**src/rtl/seven_seg_scan_ctrl.sv**
```systemverilog
// Multiplexed seven-segment scan controller: frame-synchronous double buffering,
// per-digit enable/dp, leading-zero blanking, PWM dimming and a frame tick.
module seven_seg_scan_ctrl #(
  parameter int NUM_DIGITS     = 4,
  parameter int REFRESH_DIV    = 100000,
  parameter int BRIGHT_W       = 4,
  parameter bit SEG_ACTIVE_LOW = 1'b1,
  parameter bit AN_ACTIVE_LOW  = 1'b1
) (
  input  logic                    clk,
  input  logic                    reset,
  input  logic [4*NUM_DIGITS-1:0] value,
  input  logic [NUM_DIGITS-1:0]   dp_in,
  input  logic [NUM_DIGITS-1:0]   digit_en,
  input  logic                    lz_suppress,
  input  logic [BRIGHT_W-1:0]     brightness,
  input  logic                    load,
  output logic [6:0]              segments,
  output logic                    dp,
  output logic [NUM_DIGITS-1:0]   anodes,
  output logic                    frame_tick
);

  localparam int CNT_W = (REFRESH_DIV > 1) ? $clog2(REFRESH_DIV) : 1;
  localparam int IDX_W = (NUM_DIGITS > 1) ? $clog2(NUM_DIGITS) : 1;
  localparam int SLOT  = REFRESH_DIV >> BRIGHT_W;

  localparam logic [CNT_W-1:0] DWELL_LAST = CNT_W'(REFRESH_DIV - 1);
  localparam logic [CNT_W-1:0] SLOT_LAST  = CNT_W'(SLOT - 1);
  localparam logic [IDX_W-1:0] IDX_LAST   = IDX_W'(NUM_DIGITS - 1);

  localparam logic [6:0]            SEG_OFF = SEG_ACTIVE_LOW ? 7'h7F : 7'h00;
  localparam logic                  DP_OFF  = SEG_ACTIVE_LOW;
  localparam logic [NUM_DIGITS-1:0] AN_OFF  = AN_ACTIVE_LOW ? '1 : '0;

  function automatic logic [6:0] hex_to_seg(input logic [3:0] h);
    logic [6:0] s;
    s = 7'h00;
    case (h)
      4'h0: s = 7'h3F;  4'h1: s = 7'h06;  4'h2: s = 7'h5B;  4'h3: s = 7'h4F;
      4'h4: s = 7'h66;  4'h5: s = 7'h6D;  4'h6: s = 7'h7D;  4'h7: s = 7'h07;
      4'h8: s = 7'h7F;  4'h9: s = 7'h6F;  4'hA: s = 7'h77;  4'hB: s = 7'h7C;
      4'hC: s = 7'h39;  4'hD: s = 7'h5E;  4'hE: s = 7'h79;  4'hF: s = 7'h71;
      default: s = 7'h00;
    endcase
    return s;
  endfunction

  logic [CNT_W-1:0]        dwell_cnt, dwell_next;
  logic [CNT_W-1:0]        slot_cnt, slot_next;
  logic [BRIGHT_W-1:0]     phase, phase_next;
  logic [IDX_W-1:0]        digit_idx, idx_next;
  logic [4*NUM_DIGITS-1:0] pend_value, act_value, act_value_next;
  logic [NUM_DIGITS-1:0]   pend_dp, pend_en, act_dp, act_en, act_dp_next, act_en_next;
  logic                    pending_valid, pending_valid_next;
  logic                    dwell_wrap, frame_wrap;

  always_comb begin
    dwell_wrap         = (dwell_cnt == DWELL_LAST);
    frame_wrap         = dwell_wrap && (digit_idx == IDX_LAST);
    dwell_next         = dwell_wrap ? '0 : dwell_cnt + CNT_W'(1);
    slot_next          = slot_cnt + CNT_W'(1);
    phase_next         = phase;
    idx_next           = digit_idx;
    act_value_next     = act_value;
    act_dp_next        = act_dp;
    act_en_next        = act_en;
    pending_valid_next = pending_valid;

    // Slot/phase counters replace dwell_cnt / SLOT so no divider is built.
    if (dwell_wrap) begin
      slot_next  = '0;
      phase_next = '0;
      idx_next   = (digit_idx == IDX_LAST) ? '0 : digit_idx + IDX_W'(1);
    end else if (slot_cnt == SLOT_LAST) begin
      slot_next  = '0;
      phase_next = phase + BRIGHT_W'(1);
    end

    if (frame_wrap && pending_valid) begin
      act_value_next     = pend_value;
      act_dp_next        = pend_dp;
      act_en_next        = pend_en;
      pending_valid_next = 1'b0;
    end
    if (load) pending_valid_next = 1'b1;
  end

  // Output decode works on next-state values so the registered outputs line up
  // with the state: a new digit shows on the cycle right after its wrap.
  logic [3:0]            nib [NUM_DIGITS];
  logic [NUM_DIGITS-1:0] zero_from, blank;

  for (genvar gi = 0; gi < NUM_DIGITS; gi++) begin : g_digit
    assign nib[gi] = act_value_next[4*gi +: 4];
    if (gi == NUM_DIGITS - 1) begin : g_top
      assign zero_from[gi] = (nib[gi] == 4'h0);
    end else begin : g_low
      assign zero_from[gi] = (nib[gi] == 4'h0) && zero_from[gi+1];
    end
    if (gi == 0) begin : g_lsd
      assign blank[gi] = 1'b0;
    end else begin : g_msd
      assign blank[gi] = lz_suppress && zero_from[gi];
    end
  end

  logic                  sel_en, sel_dp, sel_blank, pwm_lit, an_on, dp_on;
  logic [6:0]            seg_on;
  logic [NUM_DIGITS-1:0] an_vec;

  always_comb begin
    sel_en    = act_en_next[idx_next];
    sel_dp    = act_dp_next[idx_next];
    sel_blank = blank[idx_next];
    pwm_lit   = (phase_next < brightness) || (&brightness);
    seg_on    = (sel_en && !sel_blank) ? hex_to_seg(nib[idx_next]) : 7'h00;
    dp_on     = sel_en && sel_dp;
    // A suppressed digit still lights its anode when it has a dp to show.
    an_on     = sel_en && pwm_lit && (!sel_blank || sel_dp);
  end

  for (genvar gi = 0; gi < NUM_DIGITS; gi++) begin : g_anode
    assign an_vec[gi] = an_on && (idx_next == IDX_W'(gi));
  end

  always_ff @(posedge clk or negedge reset) begin
    if (!reset) begin
      dwell_cnt     <= '0;
      slot_cnt      <= '0;
      phase         <= '0;
      digit_idx     <= '0;
      pend_value    <= '0;
      pend_dp       <= '0;
      act_value     <= '0;
      act_dp        <= '0;
      // Enables come up set so an unloaded display reads as all zeros.
      pend_en       <= '1;
      act_en        <= '1;
      pending_valid <= 1'b0;
      segments      <= SEG_OFF;
      dp            <= DP_OFF;
      anodes        <= AN_OFF;
      frame_tick    <= 1'b0;
    end else begin
      dwell_cnt     <= dwell_next;
      slot_cnt      <= slot_next;
      phase         <= phase_next;
      digit_idx     <= idx_next;
      act_value     <= act_value_next;
      act_dp        <= act_dp_next;
      act_en        <= act_en_next;
      pending_valid <= pending_valid_next;
      if (load) begin
        pend_value <= value;
        pend_dp    <= dp_in;
        pend_en    <= digit_en;
      end
      segments   <= SEG_ACTIVE_LOW ? ~seg_on : seg_on;
      dp         <= SEG_ACTIVE_LOW ? ~dp_on : dp_on;
      anodes     <= AN_ACTIVE_LOW ? ~an_vec : an_vec;
      frame_tick <= frame_wrap;
    end
  end

endmodule
```
**config.mk**
```make
export PLATFORM = sky130hd
export DESIGN_NAME = seven_seg_scan_ctrl
export DESIGN_NICKNAME = d
export VERILOG_FILES = /design/src/rtl/seven_seg_scan_ctrl.sv
export SDC_FILE = /design/constraint.sdc
export NUM_CORES = 1
export LEC_CHECK = 0
export BUFFER_PORTS_ARGS = -buffer_cell sky130_fd_sc_hd__buf_2
export CORE_MARGIN = 1.5
export CORE_UTILIZATION = 50
export DETAILED_ROUTE_END_ITERATION = 10
export GPL_ROUTABILITY_DRIVEN = 0
export PLACE_DENSITY = 0.69
export SLEW_MARGIN = 20
export SYNTH_ARGS = -nofsm -noshare
export SYNTH_HDL_FRONTEND = slang
export SYNTH_SLANG_ARGS = --single-unit
```
**constraint.sdc**
```tcl
create_clock -name clk -period 4.72 [get_ports clk]
set_input_delay 0.236 -clock clk [delete_from_list [all_inputs] [get_ports clk]]
set_output_delay 0.236 -clock clk [all_outputs]
set_load 0.02 [all_outputs]
```
# Word-level counts from Yosys, hierarchy flattened
# Memory sizes are Yosys's and may differ from the RTL's.
# Cells that the tools add are included.
[totals]
rom_bits = 112
elab_cells = 79
n_memories = 1
out_inout_bits = 13
ff_bits = 102
[mem_list]
columns = ["memory", "depth", "word_bits", "rd", "rd_clocked_by_memory_dff", "write_ports", "line_no", "source"]
rows = [
  ["(name not given)", 16, 7, 1, 0, 0, "39", "case (h)"],
]
[classes]
eq_ne = 6
add_sub_neg = 4
bitwise = 4
n_mux = 22
n_reduce_logical = 24
n_lt_le_gt_ge = 3
[op_table]
columns = ["operator", "count"]
rows = [
  ["17-bit 2-to-1 mux", 3],
  ["17-bit by 1-bit adder with 17-bit output (second input constant)", 2],
  ["4-bit 2-to-1 mux", 6],
  ["17-bit by 13-bit == test with 1-bit output (second input constant)", 1],
  ["17-bit == test (second input constant)", 1],
  ["16-bit 2-to-1 mux", 1],
  ["1-bit logical AND", 15],
  ["4-bit zero test", 3],
  ["4-bit binary-select mux with 2-bit select", 1],
  ["7-bit 2-to-1 mux", 1],
  ["7-bit NOT", 1],
  ["1-bit binary-select mux with 2-bit select", 3],
  ["2-bit == test (second input constant)", 3],
  ["1-bit 2-to-1 mux", 5],
  ["4-bit by 1-bit adder with 4-bit output (second input constant)", 1],
  ["4-bit < comparator", 1],
  ["2-bit 2-to-1 mux", 2],
  ["4-bit NOT", 1],
  ["4-bit AND reduction", 1],
  ["3-bit >= comparator (second input constant)", 1],
  ["2-bit by 3-bit < comparator with 1-bit output (second input constant)", 1],
  ["2-bit NOT with 3-bit output", 1],
  ["2-bit by 1-bit adder with 2-bit output (second input constant)", 1],
  ["2-bit by 1-bit == test with 1-bit output (second input constant)", 1],
  ["other kinds (5)", 6],
]

# Logic depth before layout (Yosys ltp)
[depth]
ltp_word = 15
mapped_depth = 13

# Worst setup path before layout
# No wires, ideal clock.
[synth_timing]
kind = "reg2reg"
startpoint = "reg dwell_cnt[12]"
endpoint = "reg anodes[2]"
setup_ns = 0.101
slack_ns = 1.434
arrival_ns = 3.186
n_path_buf = 2
stages_incl_launch_ff = 11
path_cell_list = "dfrtp_1 or4b_4 nor4_2 clkbuf_1 buf_1 nor2_1 ha_1 a211o_1 a31o_2 a21oi_2 nand4_1"
[synth_lines]
columns = ["item", "line_no", "source"]
rows = [
  ["from (decl)", "49", "logic [CNT_W-1:0] dwell_cnt, dwell_next;"],
  ["from (signal assigned)", "146", "dwell_cnt <= dwell_next;"],
  ["17-bit == test", "59", "dwell_wrap = (dwell_cnt == DWELL_LAST);"],
  ["4-bit 2-to-1 mux", "71", "if (dwell_wrap) begin"],
  ["via phase_next[2]", "51", "logic [BRIGHT_W-1:0] phase, phase_next;"],
  ["4-bit < comparator", "116", "pwm_lit = (phase_next < brightness) || (&brightness);"],
  ["1-bit logical OR", "116", ""],
  ["1-bit logical AND (2 in a row)", "120", "an_on = sel_en && pwm_lit && (!sel_blank || sel_dp);"],
  ["1-bit logical AND", "124", "assign an_vec[gi] = an_on && (idx_next == IDX_W'(gi));"],
  ["4-bit NOT", "161", "anodes <= AN_ACTIVE_LOW ? ~an_vec : an_vec;"],
  ["to (signal assigned)", "161", ""],
  ["to (decl)", "20", "output logic [NUM_DIGITS-1:0] anodes,"],
]
# The timed path passes the listed nets, and every way through them passes these cells. The select of a mux whose other input is x is not followed.
# A chain may end at the register's enable or synchronous reset.

# Final worst setup path
[layout_timing]
startpoint = "reg dwell_cnt[6]"
endpoint = "reg segments[0]"
[layout_between]
elab_chain_len = 14
[layout_rtl]
columns = ["item", "line_no", "source"]
rows = [
  ["17-bit == test *", "59", ""],
  ["parallel branches: the longest is 11 deep, another holds memory 16 x 7 bit", "n/a", ""],
  ["7-bit 2-to-1 mux *", "117", "seg_on = (sel_en && !sel_blank) ? hex_to_seg(nib[idx_next]) : 7'h00;"],
  ["7-bit NOT *", "159", "segments <= SEG_ACTIVE_LOW ? ~seg_on : seg_on;"],
  ["to (signal assigned)", "159", ""],
  ["to (decl)", "18", "output logic [6:0] segments,"],
]
# Every way passes the cells marked *. The select of a mux whose other input is x is not followed.

==> impl_metrics.ini <==
[synthesis]
synthArstFlopShare = 1.00
syn_nets = 518
synth.cell_area_mm2 = 0.00509
ys_ff_latch = 102
synth-edff-count = 0
synth_ff_type = dfrtp_1
ys_types = 58
syn_inst = 472
syn_area_per_cell_um2 = 10.8
seq_area_frac_synth = 0.507
synth.yosys.warnings = 0

[floorplan]
die_h_um = 104
core-area_mm2 = 0.00982
num_rows = 36
start_util = 0.518
pin_count = 45
die_width_um = 104
dieArea_mm2 = 0.0108

[timing]
slew_viol_final = 0
max-slew-margin-rel = 0.391
finalSetupTns_ps = 0
setup_violations = 0
final_hold_viol_count = 0
skew_ps = 9.22
fin_crit_sh = 0.846
clock.fmax_mhz = 251
rsz0062_at_grt = no
period_needed_ps = 3990
fin_ws_ps = 728
tightest_slew_ps = 888

[global_route]
grt-ovfl-total = 0
grt_pass1_vias = 3657
grtUsageTotal = 0.206
antenna_found_initial = 0
grt_max_degree = 56
grt_pass1_wl_mm = 17.7

[route]
vias_per_cell = 5.52
drc = 0
postRouteAntennaNets = 0
drt-pass1-iter-count = 5
wirelength_mm = 10.2
vias = 3617
drt_iter0_drc = 204
wl_per_cell_um = 15.6

[clock_network]
clk_pin_slew_worst_paths_ps = 90
cts_sinks = 102
htree_levels = 3
cts_tree = done
hold_buffers = 1
clock_path_buffers = 2
postCtsSetupBuffers = 0
cts_buffers = 9
insertion_delay_ps = 380
ctsResizeCount = 0
clockRootBuffer = clkbuf_8

[place]
portBuffers = 44
place_ws_ps = 772
post-dp-hpwl_mm = 7.33

[setup_path]
required_ps = 5030
critPathTopFamily = simple AND/OR/NAND/NOR gates
cpPeakStageDelay_ps = 830
cp_cell_sequence = or4b_1 > nor4_4 > mux2i_1 > nand3_1 > o211ai_1 > nand2_1 > inv_1 > ha_1 > o221a_2 > a21oi_1 > o21ai_1
rr_startpoint = dwell_cnt[6]
rrSetupSlack_ps = 730
cp_num_buf_inv = 1
r2r-end = segments[0]
reg2reg_depth = 11
worst-path-max-fanout = 11
crit_end = segments[0]
cp-start-kind = flip-flop
worstSetupPathDepth = 11
startpoint = dwell_cnt[6]
cp-end-kind = flip-flop
critical_path_class = flip-flop to flip-flop
arrival_ps = 4300
cp_slowest_cell = mux2i_1

[final_layout]
nets = 563
layout_commonest_cell = dfrtp_1
layout_common_cells = dfrtp_1, nand2_1, nor2_1, buf_2, mux2_2
antenna_cells = 0
layout-drive-gt1-share = 0.259
syn_to_final_growth_pct = 11.0

[outcome]
status = finished, final reports clean

[power]
power.total_uw = 1480
power_density_mw_per_mm2 = 262
vdd_drop_max_mv = 0.194
total_leakage_power_uw = 0.00260

[run]
maxCapViolCount = 0

[hold_path]
worstHoldPathType = input port to flip-flop
how the worst min path moves through the flow:
| stage | startpoint | to | slack, ps | cells past startpoint |
|---|---|---|---|---|
| 2_1_floorplan | reset | act_dp[0] | -60 | 0 |
| 3_3_place_gp | reset | digit_idx[0] | 270 | 1 |
| 4_1_cts | value[11] | pend_value[11] | 60 | 2 |
| 5_1_grt | value[10] | pend_value[10] | 60 | 2 |
| 6_report | value[8] | pend_value[8] | 80 | 2 |
| 3_5_place_dp | reset | frame_tick | 290 | 1 |
metal layers:
| layer | global-route usage | up-vias | share of wire |
|---|---|---|---|
| li1 | - | 1749 | - |
| met4 | 0.0833 | 0 | 0.020 |
| met1 | 0.273 | 1779 | 0.47 |
| met2 | 0.329 | 71 | 0.48 |
| met3 | 0.0457 | 18 | 0.032 |
| met5 | 0 | - | 0 |
cell type report:
| cell class | instances | area (um2) |
|---|---|---|
| multi-input combinational | 342 | 2410 |
| tap | 133 | 166 |
| timing repair buffer | 50 | 270 |
| fill | 891 | 4170 |
| sequential | 102 | 2580 |
| clock buffer | 12 | 155 |
| clock inverter | 4 | 21.3 |
| inverter | 12 | 45.0 |
flip-flops by register name (all words and copies together) (netlist names):
signal,cells
act_dp,4
act_en,4
act_value,16
anodes,4
digit_idx,2
dp,1
dwell_cnt,17
frame_tick,1
pend_dp,4
pend_en,4
pend_value,16
pending_valid,1
phase,4
segments,7
slot_cnt,17
worst register-to-register path, cell delays in order, from the launching register on:
cell and delay [ps]:
dfrtp_1 430, or4b_1 650, nor4_4 670, mux2i_1 830
nand3_1 170, o211ai_1 160, nand2_1 190, inv_1 160
ha_1 280, o221a_2 220, a21oi_1 40, o21ai_1 140
cell usage after synthesis, types with 3 or more instances:
master | number | share of area
a21boi_0 | 4 | 0.0059
o211ai_1 | 6 | 0.0089
xnor2_1 | 16 | 0.028
ha_1 | 14 | 0.034
and2_1 | 3 | 0.0037
mux2i_1 | 10 | 0.020
and3_1 | 8 | 0.0098
mux4_2 | 5 | 0.022
clkbuf_1 | 10 | 0.0074
inv_1 | 10 | 0.0074
nor4_1 | 4 | 0.0049
a21oi_1 | 4 | 0.0039
xor2_1 | 18 | 0.031
buf_1 | 3 | 0.0022
a2111oi_0 | 4 | 0.0069
nand3_1 | 27 | 0.027
dfstp_2 | 20 | 0.10
dfrtp_1 | 82 | 0.40
or4_1 | 3 | 0.0044
o21ai_0 | 8 | 0.0079
nor2_1 | 48 | 0.035
a31o_2 | 3 | 0.0052
nand2_1 | 70 | 0.052
a21o_1 | 7 | 0.010
buf_2 | 3 | 0.0029
nand4_1 | 8 | 0.0098
mux2_2 | 35 | 0.077
where the power goes:
group | switching (uW) | internal (uW)
clock network | 282 | 217
registers | 18.7 | 897
logic | 31.3 | 33.7
total | 332 | 1150
metrics by stage:
stage               instance area (um2)  instances  utilization  hold slack [ps]
floorplan                          5090        472            -            -59.6
global placement                   5460        638        0.556              272
detailed placement                 5460        638        0.556              285
CTS                                5650        655        0.575             64.2
global route                       5650        655        0.575             59.7
finish                             5650        655        0.575             81.8
logic make-up after synthesis:
kind of cell               count (synthesis)  synth area share
xor gates and xnor gates                  34            0.0585
buffers and inverters                     28            0.0214
and+or+nand+nor                          191             0.182
AOI/OAI and AO/OA                         53            0.0775
adders and majority gates                 14            0.0344
muxes                                     50             0.119
DFF                                      102             0.507
No activity file was read; power rests on OpenSTA's default activity.
